`src/rtl/word_deserializer.sv`:
```
// Serial-to-parallel word assembler: 16 bits per word, first received bit lands in out_data[0].
// Optional even-parity trailer bit enabled by defining PARITY_CHECK_EN.
module word_deserializer (
  input  logic        clk,
  input  logic        rst_n,
  input  logic        ser_valid,
  input  logic        ser_data,
  input  logic        ser_start,
  output logic        ser_ready,
  output logic [0:15] out_data,
  output logic        out_valid,
  input  logic        out_ready,
  output logic        frame_err
);

  // Handshakes: a bit moves when ser_valid && ser_ready; a word moves when out_valid && out_ready.
  typedef enum logic [1:0] {
    IDLE   = 2'd0,
    SHIFT  = 2'd1,
`ifdef PARITY_CHECK_EN
    HOLD   = 2'd2,
    PARITY = 2'd3
`else
    HOLD   = 2'd2
`endif
  } state_t;

  state_t      state_q, state_d;
  logic [3:0]  cnt_q, cnt_d;
  logic [0:15] shift_q, shift_d;
  logic [0:15] out_data_q, out_data_d;
  logic        out_valid_q, out_valid_d;
  logic        frame_err_q, frame_err_d;
  logic        accept;
  logic        word_done;

  assign ser_ready = (state_q != HOLD);
  assign accept    = ser_valid && ser_ready;
  assign out_data  = out_data_q;
  assign out_valid = out_valid_q;
  assign frame_err = frame_err_q;

  always_comb begin
    state_d     = state_q;
    cnt_d       = cnt_q;
    shift_d     = shift_q;
    out_data_d  = out_data_q;
    out_valid_d = out_valid_q && !out_ready;
    frame_err_d = 1'b0;
    word_done   = 1'b0;

    case (state_q)
      IDLE: begin
        if (accept) begin
          if (ser_start) begin
            shift_d[0] = ser_data;
            cnt_d      = 4'd1;
            state_d    = SHIFT;
          end else begin
            frame_err_d = 1'b1;
          end
        end
      end
      SHIFT: begin
        if (accept) begin
          if (ser_start) begin
            shift_d[0]  = ser_data;
            cnt_d       = 4'd1;
            frame_err_d = 1'b1;
          end else begin
            shift_d[cnt_q] = ser_data;
            cnt_d          = cnt_q + 4'd1;
            if (cnt_q == 4'd15) begin
`ifdef PARITY_CHECK_EN
              state_d = PARITY;
`else
              word_done = 1'b1;
`endif
            end
          end
        end
      end
`ifdef PARITY_CHECK_EN
      PARITY: begin
        if (accept) begin
          if (ser_start) begin
            shift_d[0]  = ser_data;
            cnt_d       = 4'd1;
            frame_err_d = 1'b1;
            state_d     = SHIFT;
          end else if ((^shift_q) == ser_data) begin
            word_done = 1'b1;
          end else begin
            frame_err_d = 1'b1;
            state_d     = IDLE;
          end
        end
      end
`endif
      HOLD: begin
        // Held word sits in shift_q until the output register frees up.
        if (out_valid_q && out_ready) begin
          out_data_d  = shift_q;
          out_valid_d = 1'b1;
          state_d     = IDLE;
        end
      end
      default: state_d = IDLE;
    endcase

    if (word_done) begin
      if (!out_valid_q || out_ready) begin
        out_data_d  = shift_d;
        out_valid_d = 1'b1;
        state_d     = IDLE;
      end else begin
        state_d = HOLD;
      end
    end
  end

  always_ff @(posedge clk) begin
    if (!rst_n) begin
      state_q     <= IDLE;
      cnt_q       <= 4'd0;
      shift_q     <= '0;
      out_data_q  <= '0;
      out_valid_q <= 1'b0;
      frame_err_q <= 1'b0;
    end else begin
      state_q     <= state_d;
      cnt_q       <= cnt_d;
      shift_q     <= shift_d;
      out_data_q  <= out_data_d;
      out_valid_q <= out_valid_d;
      frame_err_q <= frame_err_d;
    end
  end

endmodule
```
`config.mk`:
```
export PLATFORM = sky130hd
export DESIGN_NAME = word_deserializer
export DESIGN_NICKNAME = d
export VERILOG_FILES = /design/src/rtl/word_deserializer.sv
export SDC_FILE = /design/constraint.sdc
export NUM_CORES = 1
export LEC_CHECK = 0
export ABC_AREA = 1
export BUFFER_PORTS_ARGS = -buffer_cell sky130_fd_sc_hd__buf_4
export CAP_MARGIN = 5
export CELL_PAD_IN_SITES_DETAIL_PLACEMENT = 0
export CELL_PAD_IN_SITES_GLOBAL_PLACEMENT = 1
export CORE_ASPECT_RATIO = 1.75
export CORE_MARGIN = 5
export CORE_UTILIZATION = 31
export CTS_CLUSTER_SIZE = 14
export DETAILED_ROUTE_END_ITERATION = 7
export PLACE_DENSITY = 0.57
export SLEW_MARGIN = 5
export SYNTH_ARGS = -nofsm -noshare
export SYNTH_HDL_FRONTEND = slang
export SYNTH_SLANG_ARGS = --single-unit
```
`constraint.sdc`:
```
create_clock -name clk -period 3.7 [get_ports clk]
set_input_delay 0.74 -clock clk [delete_from_list [all_inputs] [get_ports clk]]
set_output_delay 0.74 -clock clk [all_outputs]
set_load 0.01 [all_outputs]
```
==> flow_summary.json <==
{
  "outcome": "finished clean",
  "synthesis.nets": 283,
  "netlist_top_cells_area": "dfxtp_1 (39%), nand2_1 (11%), o21ai_1 (11%), inv_1 (5.6%), nor2_1 (5.2%)",
  "grt_antenna_before_repair": 0,
  "clock_sinks": 40,
  "r2r_slack_ps": 1750,
  "timing.fmax_mhz": 512,
  "yosys_register_bits": 40,
  "max_cap_viol_count": 0,
  "cp.required_ps": 3890,
  "root_buffer": "clkbuf_16",
  "cellLeakagePower_nw": 0.968,
  "dieArea_sq_um": 8320,
  "htreeDepth": 2,
  "core_sq_um": 6440,
  "post-route-util_pct": 36.9,
  "cts_hold_buffers": 0,
  "dpl_cell_area_sq_um": 2230,
  "wl_met3_um": 132,
  "numCtsBuffers": 5,
  "vias_per_cell": 4.57,
  "post-route-period-util_pct": 52.8,
  "arrival_ps": 2140,
  "max-vdd-ir-drop_mv": 0.159,
  "worst-setup-path-type": "register to register",
  "post_cts_resized": 0,
  "tightest_slew_ps": 657,
  "grt_pass1_vias": 1621,
  "finalWirelength_um": 4770,
  "cts_setup_buffers": 0,
  "fin_area_sq_um": 2380,
  "grt_setup_unrepaired": "no",
  "yosysWarnings": 0,
  "dp_hpwl_um": 3420,
  "avgSynthCellArea_sq_um": 7.43,
  "worstSetupStartpointType": "register",
  "synth.distinct_cells": 32,
  "yosysTopAreaCell": "dfxtp_1",
  "yosysSeqAreaShare_pct": 39.5,
  "hold_viol_final": 0,
  "async_flop_share_pct": 0,
  "min_from": "shift_q[15]$_SDFF_PN0_",
  "drive_gt1_share_pct": 19.3,
  "p_per_area_nw_per_um2": 393,
  "drt-initial-drc-count": 92,
  "endpoint_kind": "register",
  "area_delta_synth_final_pct": 17.2,
  "synth_area_sq_um": 2030,
  "fillers": 723,
  "io_pins": 25,
  "worstSkewPairLatency_ps": 280,
  "drtAntennaViolNets": 0,
  "tns_ps": 0,
  "rows": 39,
  "overflow": 0,
  "hold_class": "register to register",
  "slew_viol_final": 0,
  "r2r.worst_path.cells": 8,
  "min_period_ps": 1950,
  "num-nets-final": 304,
  "timing.rr.end": "out_data[0]$_SDFF_PN0_",
  "vias": 1724,
  "holdPathEnd": "shift_q[15]$_SDFF_PN0_",
  "m1WireLength_um": 2030,
  "wl_met2_um": 2510,
  "grt_usage_pct": 12.6,
  "numPortBuffers": 24,
  "netlist_instances": 273,
  "power.total_mw": 0.935,
  "die_w_um": 71.1,
  "worstReg2RegStart": "cnt_q[0]$_SDFFE_PN0P_",
  "drc": 0,
  "yosys-top-cells-count": "nand2_1 (58), o21ai_1 (43), dfxtp_1 (40)",
  "synth.most_common_cell": "nand2_1",
  "firstDrtPassIters": 4,
  "slew_headroom_pct": 56.2,
  "setup_viol": 0,
  "whs_ps": 457,
  "clock_skew_ps": 6.55,
  "cp_max_fo": 31,
  "wl_per_cell_um": 12.7,
  "hold_depth": 2,
  "initial_core_util_pct": 31.5,
  "ys.flop_type": "dfxtp_1",
  "gp_congestion": 0.683,
  "clk_pin_slew_worst_paths_ps": 60,
  "cts_buffer_depth": 2,
  "n_antenna_cell": 0,
  "die_y_um": 117,
  "grt_pass1_wl_um": 8130,
  "highest_layer": "met4",
  "cts_tree": "done",
  "synth_top_area_share_pct": 39.5,
  "grt_max_degree": 33,
  "synth_edf_count": 0
}
where the power goes:
group / leakage [nW] / switching (mW) / internal [mW]
logic: 0.574 / 0.0380 / 0.0167
clock network: 0.0712 / 0.171 / 0.269
registers: 0.323 / 0.00466 / 0.435
total: 0.968 / 0.214 / 0.721
cells in the final DEF (no fill, tap or decap):
cell	n
nand2_1	58
o21ai_1	43
dfxtp_1	40
inv_1	30
nor2_1	28
buf_4	24
a21oi_1	14
a21oi_2	10
clkbuf_16	5
nand3_1	4
ha_1	4
nand2_4	3
nor2_4	3
nor2_2	3
o21ai_0	3
nand4_1	3
inv_2	2
nor3_1	2
o21a_1	2
clkbuf_1	2
nor3_4	1
inv_4	1
nand3_4	1
nor2_8	1
nand3_2	1
clkinv_1	1
a21boi_0	1
a41oi_1	1
a31oi_1	1
o2111a_1	1
o21ai_2	1
clkbuf_8	1
worst max-delay path by stage:
| stage | start | endpoint | slack (ps) | cells past startpoint |
|---|---|---|---|---|
| floorplan | ser_start | out_data[0]$_SDFF_PN0_ | 2080 | 7 |
| global placement | ser_start | out_data[0]$_SDFF_PN0_ | 1620 | 7 |
| detailed placement | ser_start | out_data[0]$_SDFF_PN0_ | 1590 | 7 |
| CTS | cnt_q[0]$_SDFFE_PN0P_ | out_data[0]$_SDFF_PN0_ | 1750 | 8 |
| global route | state_q[1]$_SDFFE_PN0P_ | out_data[4]$_SDFF_PN0_ | 1490 | 7 |
| finish | cnt_q[0]$_SDFFE_PN0P_ | out_data[0]$_SDFF_PN0_ | 1750 | 8 |
through the flow:
| step | cells | setup slack [ps] |
|---|---|---|
| final | 377 | 1750 |
| after global routing | 377 | 1490 |
| after CTS | 377 | 1750 |
| after detailed placement | 369 | 1590 |
| after global placement | 369 | 1620 |
| after floorplan | 273 | 2080 |
area by class of cell:
class,count,area (sq um),area share (%)
Multi-Input combinational cell,189,1020,42.8
Tap cell,82,103,4.32
Inverter,34,130,5.47
Clock buffer,8,146,6.16
Timing Repair Buffer,24,180,7.58
Sequential cell,40,801,33.7
state kept, by name, summed over array words and instances, names as in the netlist:
register and flops:
out_data 16, shift_q 16, cnt_q 4, state_q 2, frame_err 1, out_valid 1
cell families (layout without fill, tap and decap cells):
family,after synthesis,in the layout,share of synthesized area (%)
buf+inv,44,66,10.4
compound gates,77,77,22.0
fa+ha+maj,4,4,2.47
flops,40,40,39.5
simple gates,108,108,25.7
layer usage:
metal | vias to the layer above | track usage [%]
met5 | - | 0
met4 | 0 | 6.02
met3 | 6 | 2.65
met2 | 19 | 22.1
met1 | 773 | 14.4
li1 | 926 | -
worst max-delay path, stage by stage, from the launching register on:
cell	delay, ps
dfxtp_1	420
ha_1	220
inv_1	100
nor3_4	250
nand3_4	150
nor2_8	420
nand4_1	160
nand2_1	90
inv_1	30
(Power assumes the default switching activity.)
